## config.mk

```make
export PLATFORM = sky130hd
export DESIGN_NAME = alu_result_packer_flat
export DESIGN_NICKNAME = d
export VERILOG_FILES = /design/src/rtl/alu_pkg.sv /design/src/rtl/alu_result_packer_if.sv /design/src/rtl/alu_result_packer.sv /design/src/flat_wrapper.sv
export SDC_FILE = /design/constraint.sdc
export NUM_CORES = 1
export LEC_CHECK = 0
export ABC_AREA = 1
export CELL_PAD_IN_SITES_DETAIL_PLACEMENT = 0
export CELL_PAD_IN_SITES_GLOBAL_PLACEMENT = 1
export CORE_MARGIN = 2
export CORE_UTILIZATION = 39
export DETAILED_ROUTE_END_ITERATION = 10
export PLACE_DENSITY_LB_ADDON = 0.1
export REMOVE_ABC_BUFFERS = 1
export SLEW_MARGIN = 20
export SYNTH_ARGS = -nofsm -noshare
export SYNTH_HDL_FRONTEND = slang
export SYNTH_SLANG_ARGS = --single-unit
export TNS_END_PERCENT = 10
```

## constraint.sdc

```tcl
create_clock -name CLK -period 2.2 [get_ports CLK]
set_input_delay 0.44 -clock CLK [delete_from_list [all_inputs] [get_ports CLK]]
set_output_delay 0.44 -clock CLK [all_outputs]
set_load 0.02 [all_outputs]
```

## src/rtl/alu_pkg.sv

```systemverilog
// Shared ALU definitions: function codes, result-packer FSM states and
// the default result/byte geometry used by the packer and its interface.
package alu_pkg;

  typedef enum logic [2:0] {
    ALU_ADD  = 3'd0,
    ALU_SUB  = 3'd1,
    ALU_AND  = 3'd2,
    ALU_OR   = 3'd3,
    ALU_XOR  = 3'd4,
    ALU_SLL  = 3'd5,
    ALU_SRL  = 3'd6,
    ALU_PASS = 3'd7
  } alu_op_e;

  typedef enum logic [1:0] {
    IDLE = 2'd0,
    SEND = 2'd1,
    CHK  = 2'd2
  } pkr_state_e;

  localparam int DEF_OUT_WIDTH  = 16;
  localparam int DEF_BYTE_WIDTH = 8;
  localparam int NUM_BYTES      = DEF_OUT_WIDTH / DEF_BYTE_WIDTH;
  localparam int IDX_WIDTH      = (NUM_BYTES > 1) ? $clog2(NUM_BYTES) : 1;

endpackage

```

## src/rtl/alu_result_packer_if.sv

```systemverilog
// Result input and byte-stream output of the ALU result packer.
// slave = packer side, master = ALU / TX-path side.
interface alu_result_packer_if
  import alu_pkg::*;
#(
  parameter int OUT_WIDTH  = DEF_OUT_WIDTH,
  parameter int BYTE_WIDTH = DEF_BYTE_WIDTH
);
  logic [OUT_WIDTH-1:0]  ALU_OUT;
  logic                  OUT_VALID;
  logic [BYTE_WIDTH-1:0] TX_DATA;
  logic                  TX_VALID;
  logic                  TX_READY;
  logic                  BUSY;
  logic                  OVERRUN;
  logic                  CLR_OVERRUN;

  modport slave (
    input  ALU_OUT, OUT_VALID, TX_READY, CLR_OVERRUN,
    output TX_DATA, TX_VALID, BUSY, OVERRUN
  );

  modport master (
    output ALU_OUT, OUT_VALID, TX_READY, CLR_OVERRUN,
    input  TX_DATA, TX_VALID, BUSY, OVERRUN
  );
endinterface

```

## src/rtl/alu_result_packer.sv

```systemverilog
// Splits each ALU result into an LSB-first valid/ready byte stream with a
// one-entry pending slot. Define ALU_RESULT_PACKER_CHECKSUM_EN to append an XOR byte.
module alu_result_packer
  import alu_pkg::*;
#(
  parameter int OUT_WIDTH  = DEF_OUT_WIDTH,
  parameter int BYTE_WIDTH = DEF_BYTE_WIDTH
) (
  input logic          CLK,
  input logic          RST,
  alu_result_packer_if.slave bus
);

  localparam int N_BYTES = OUT_WIDTH / BYTE_WIDTH;
  localparam int IDX_W   = (N_BYTES > 1) ? $clog2(N_BYTES) : 1;

  if (OUT_WIDTH % BYTE_WIDTH != 0) begin : g_bad_width
    $error("OUT_WIDTH must be a multiple of BYTE_WIDTH");
  end

  typedef logic [N_BYTES-1:0][BYTE_WIDTH-1:0] word_t;

  pkr_state_e            state, state_nxt;
  word_t                 active, pend;
  logic                  pend_v, overrun;
  logic [IDX_W-1:0]      idx;
  logic [BYTE_WIDTH-1:0] tx_data;
  logic                  tx_valid, xfer, last_byte, eow, next_word, drop;

  assign tx_valid  = (state != IDLE);
  assign xfer      = tx_valid && bus.TX_READY;
  assign last_byte = (state == SEND) && (idx == IDX_W'(N_BYTES - 1));
  assign next_word = pend_v || bus.OUT_VALID;
`ifdef ALU_RESULT_PACKER_CHECKSUM_EN
  assign eow       = xfer && (state == CHK);
`else
  assign eow       = xfer && last_byte;
`endif
  // A result arriving mid-word with the pending slot full is lost.
  assign drop      = bus.OUT_VALID && tx_valid && !eow && pend_v;

  // NOTE: sequential state uses non-blocking assignments so every register
  // samples pre-edge values regardless of process ordering.
  always_ff @(posedge CLK) begin
    if (RST) state <= IDLE;
    else     state <= state_nxt;
  end

  // NOTE: every always_comb output gets a default first so no path infers a latch.
  always_comb begin
    state_nxt = state;
    unique case (state)
      IDLE: if (bus.OUT_VALID) state_nxt = SEND;
      SEND: if (xfer && last_byte) begin
`ifdef ALU_RESULT_PACKER_CHECKSUM_EN
        state_nxt = CHK;
`else
        state_nxt = next_word ? SEND : IDLE;
`endif
      end
`ifdef ALU_RESULT_PACKER_CHECKSUM_EN
      CHK:  if (xfer) state_nxt = next_word ? SEND : IDLE;
`endif
      default: state_nxt = IDLE;
    endcase
  end

`ifdef ALU_RESULT_PACKER_CHECKSUM_EN
  logic [BYTE_WIDTH-1:0] chk;
  always_comb begin
    chk = '0;
    for (int i = 0; i < N_BYTES; i++) chk = chk ^ active[i];
  end
`endif

  always_comb begin
    tx_data = '0;
    if (state == SEND) tx_data = active[idx];
`ifdef ALU_RESULT_PACKER_CHECKSUM_EN
    else if (state == CHK) tx_data = chk;
`endif
  end

  assign bus.TX_DATA  = tx_data;
  assign bus.TX_VALID = tx_valid;
  assign bus.BUSY     = pend_v;
  assign bus.OVERRUN  = overrun;

  // NOTE: the data registers are cleared on reset too, so nothing from a
  // discarded word can leak out after reset.
  always_ff @(posedge CLK) begin
    if (RST) begin
      active  <= '0;
      pend    <= '0;
      pend_v  <= 1'b0;
      idx     <= '0;
      overrun <= 1'b0;
    end else begin
      if (state == IDLE) begin
        if (bus.OUT_VALID) begin
          active <= bus.ALU_OUT;
          idx    <= '0;
        end
      end else if (eow) begin
        idx <= '0;
        if (pend_v) begin
          active <= pend;
          if (bus.OUT_VALID) pend <= bus.ALU_OUT;
          else               pend_v <= 1'b0;
        end else if (bus.OUT_VALID) begin
          active <= bus.ALU_OUT;
        end
      end else begin
        if (xfer && (state == SEND) && !last_byte) idx <= idx + 1'b1;
        if (bus.OUT_VALID && !pend_v) begin
          pend   <= bus.ALU_OUT;
          pend_v <= 1'b1;
        end
      end

      if (drop)                 overrun <= 1'b1;
      else if (bus.CLR_OVERRUN) overrun <= 1'b0;
    end
  end

endmodule

```

## src/flat_wrapper.sv

```systemverilog
// flat-port wrapper written by rule: the top's interface ports become plain ports
module alu_result_packer_flat import alu_pkg::*;
#(
  parameter int OUT_WIDTH  = DEF_OUT_WIDTH,
  parameter int BYTE_WIDTH = DEF_BYTE_WIDTH
)
  (CLK, RST, bus_ALU_OUT, bus_OUT_VALID, bus_TX_READY, bus_CLR_OVERRUN, bus_TX_DATA, bus_TX_VALID, bus_BUSY, bus_OVERRUN);
  alu_result_packer_if #(.OUT_WIDTH(OUT_WIDTH), .BYTE_WIDTH(BYTE_WIDTH)) bus_i ();
  input logic CLK;
  input logic RST;
  input wire logic [$bits(bus_i.ALU_OUT)-1:0] bus_ALU_OUT;
  input wire logic [$bits(bus_i.OUT_VALID)-1:0] bus_OUT_VALID;
  input wire logic [$bits(bus_i.TX_READY)-1:0] bus_TX_READY;
  input wire logic [$bits(bus_i.CLR_OVERRUN)-1:0] bus_CLR_OVERRUN;
  output wire logic [$bits(bus_i.TX_DATA)-1:0] bus_TX_DATA;
  output wire logic [$bits(bus_i.TX_VALID)-1:0] bus_TX_VALID;
  output wire logic [$bits(bus_i.BUSY)-1:0] bus_BUSY;
  output wire logic [$bits(bus_i.OVERRUN)-1:0] bus_OVERRUN;
  assign bus_i.ALU_OUT = bus_ALU_OUT;
  assign bus_i.OUT_VALID = bus_OUT_VALID;
  assign bus_i.TX_READY = bus_TX_READY;
  assign bus_i.CLR_OVERRUN = bus_CLR_OVERRUN;
  assign bus_TX_DATA = bus_i.TX_DATA;
  assign bus_TX_VALID = bus_i.TX_VALID;
  assign bus_BUSY = bus_i.BUSY;
  assign bus_OVERRUN = bus_i.OVERRUN;
  alu_result_packer #(.OUT_WIDTH(OUT_WIDTH), .BYTE_WIDTH(BYTE_WIDTH)) u_core (.CLK(CLK), .RST(RST), .bus(bus_i));
endmodule
```

==> results.yml <==
run_status:
  status: "finished, final reports clean"
clock_tree:
  hold_buffers: 0
  htreeDepth: 2
  clk_latency_ps: 290
  cts_sinks: 36
  cts_setup_buffers: 0
  cts_max_path_buffers: 2
  clockRootBuffer: "clkbuf_8"
  cts_resized: 2
  cts_tree: "yes"
  cts_buffers: 5
  clk_pin_slew_worst_paths_ps: 70
setup_path:
  startpoint_type: "register"
  crit_arrival_ps: 1690
  worst_path_largest_cell_delay_ps: 630
  crit_buf_inv: 2
  critPathMaxFanout: 10
  cp-end-kind: "output pin"
  path_cells: "buf_4 > nand2_1 > a21oi_1 > clkdlybuf4s50_1"
  worstPathRequired_ps: 1760
  cpLargestDelayFamily: "buffers and inverters"
  cpMaxStageDelayCell: "clkdlybuf4s50_1"
  critical_path_class: "register to output pin"
power:
  seq_power_share: 0.480
  internal_power_w: 0.001097
  p_clk_frac: 0.324
  ir_worst_vdd_mv: 0.3402
  p_comb_frac: 0.196
  p_sw_w: 0.0004366
  power_leakage_nw: 1.072
  powerDensity_nw_per_um2: 670.2
  p_sw_frac: 0.2847
drt:
  first_iter_violations: 88
  viasPerCell: 5.030
  drtPass1Iterations: 4
  finalWirelength_um: 4591
  avgRoutedWirePerCell_um: 12.58
  route.detailed.drc: 0
  drtAntennaViolNets: 0
  num_vias: 1836
timing:
  setup_tns_ps: 0
  fin_crit_sh: 0.9690
  max_freq_mhz: 469.1
  setup_ws_ps: 68.24
  tightest_slew_ps: 355.5
  fin_skew_ps: 5.166
  post-route-min-period_ps: 2132
  rsz0062_at_grt: "no"
  setup_viol: 0
  relSlewSlack: 0.7627
  slew_violations: 0
  finalHoldViolCount: 0
layout:
  num-fill-cells: 509
  final_common_cell: "nand2_1"
  nets: 333
  mostFrequentLayoutCells: "nand2_1, a21oi_1, dfxtp_1, nand3_1, nor2_1"
  syn_to_final_growth_pct: 25.19
  diodes: 0
  drive_gt1_frac: 0.08946
floorplanning:
  core_um2: 4444
  initial_utilization: 0.4113
  rows: 24
  io_pins: 32
  die_h_um: 72.47
  dieArea_um2: 5251
  dieWidth_um: 72.47
placed_design:
  dp_slack_ps: 307.9
  gp_congestion: 0.7133
  dp_hpwl_um: 3019
  io_buffer_count: 31
global_routing:
  grt_pass1_vias: 1643
  grt_util_all_layers: 0.1863
  grt_overflow: 0
  antenna_found_initial: 0
  grt_max_degree: 23
  grt_pass1_wl_um: 7514
logic_synthesis:
  yosysWarnings: 0
  ys_ff_latch: 36
  netlist_area_um2: 1828
  syn_inst: 279
  avgSynthCellArea_um2: 6.552
  ys_seq_area_frac: 0.3943
  synth_cell_type_count: 22
hold_path:
  min_path_type: "register to register"
job:
  cap_violations: 0
[stage by stage]
stage / util / power [W] / hold WS, ps / instances / instance area, um^2
2_1_floorplan: - / 0.0009258 / 451.9 / 262 / 1719
3_3_place_gp: 0.4916 / 0.001051 / 455.8 / 357 / 2185
3_5_place_dp: 0.4916 / 0.001054 / 471.6 / 357 / 2185
4_1_cts: 0.5121 / 0.001549 / 488.9 / 365 / 2276
5_1_grt: 0.5149 / 0.001625 / 509.1 / 365 / 2288
6_report: 0.5149 / 0.001534 / 482.9 / 365 / 2288
[cells in the mapped netlist]
master    number  area, um^2
clkinv_1       1       3.750
buf_6          2       22.52
buf_4          6       45.04
nand3_2        1       10.01
nor2_2         1       6.260
dfxtp_1       36       720.7
a31oi_1        1       6.260
buf_1          2       7.510
nand2_2        4       25.02
a21oi_1       41       205.2
inv_2          1       3.750
nand4_1        1       6.260
buf_2          6       30.03
inv_1         21       78.83
nor2_1        32       120.1
a211oi_1       1       7.510
and3_1         1       6.260
nand2_1       70       262.8
nand3_1       33       165.2
clkbuf_1       1       3.750
o21ai_0       16       80.08
nand2_4        1       11.26
[final timing paths]
path / slack (ps) / cells after the start / from / to
max: 70 / 4 / u_core.idx / bus_TX_DATA[7]
min: 480 / 2 / u_core.bus.OVERRUN / u_core.bus.OVERRUN
max reg2reg: 860 / 7 / u_core.state[0] / u_core.active[9]
min reg2reg: 480 / 2 / u_core.bus.OVERRUN / u_core.bus.OVERRUN
[per-layer routing]
| metal | vias to the layer above | track usage | routed length, um |
|---|---|---|---|
| met5 | - | 0 | 0 |
| li1 | 969 | - | - |
| met2 | 37 | 0.2966 | 2056 |
| met3 | 6 | 0.05417 | 223 |
| met1 | 824 | 0.2425 | 2246 |
| met4 | 0 | 0.06173 | 64 |
[tightest hold or removal path, cell delays in order (launching register included)]
cell	delay [ps]
dfxtp_1	310
nand2_1	70
a21oi_1	60
[state kept, by name, summed over array words and instances, names as in the netlist]
signal	flops
u_core.active	16
u_core.state	1
u_core.bus.OVERRUN	1
u_core.idx	1
u_core.bus.BUSY	1
u_core.pend	16
[kinds of logic (layout without fill, tap and decap cells)]
logic type      count (synthesis)  count (layout)  share of synthesized area
compound gates                 59              59                     0.1636
buf+inv                        40              74                     0.1068
simple gates                  144             144                     0.3354
flops                          36              36                     0.3942
[layout make-up]
| class | count | area (um^2) | area share |
|---|---|---|---|
| multi-input cells | 203 | 912.1 | 0.3986 |
| inverters | 23 | 87.58 | 0.03827 |
| well taps | 52 | 65.06 | 0.02843 |
| repair buffers | 43 | 412.9 | 0.1804 |
| flip-flops and latches | 36 | 720.7 | 0.3149 |
| clock buffers | 8 | 90.09 | 0.03937 |
[power by group through the flow]
stage               registers [W]  logic [W]  clock network, W
floorplan                0.000752   0.000174                 0
global placement         0.000751   0.000300                 0
detailed placement       0.000751   0.000303                 0
CTS                      0.000737   0.000304          0.000507
global route             0.000742   0.000345          0.000538
finish                   0.000737   0.000301          0.000496
No activity file was read; power rests on OpenSTA's default activity.
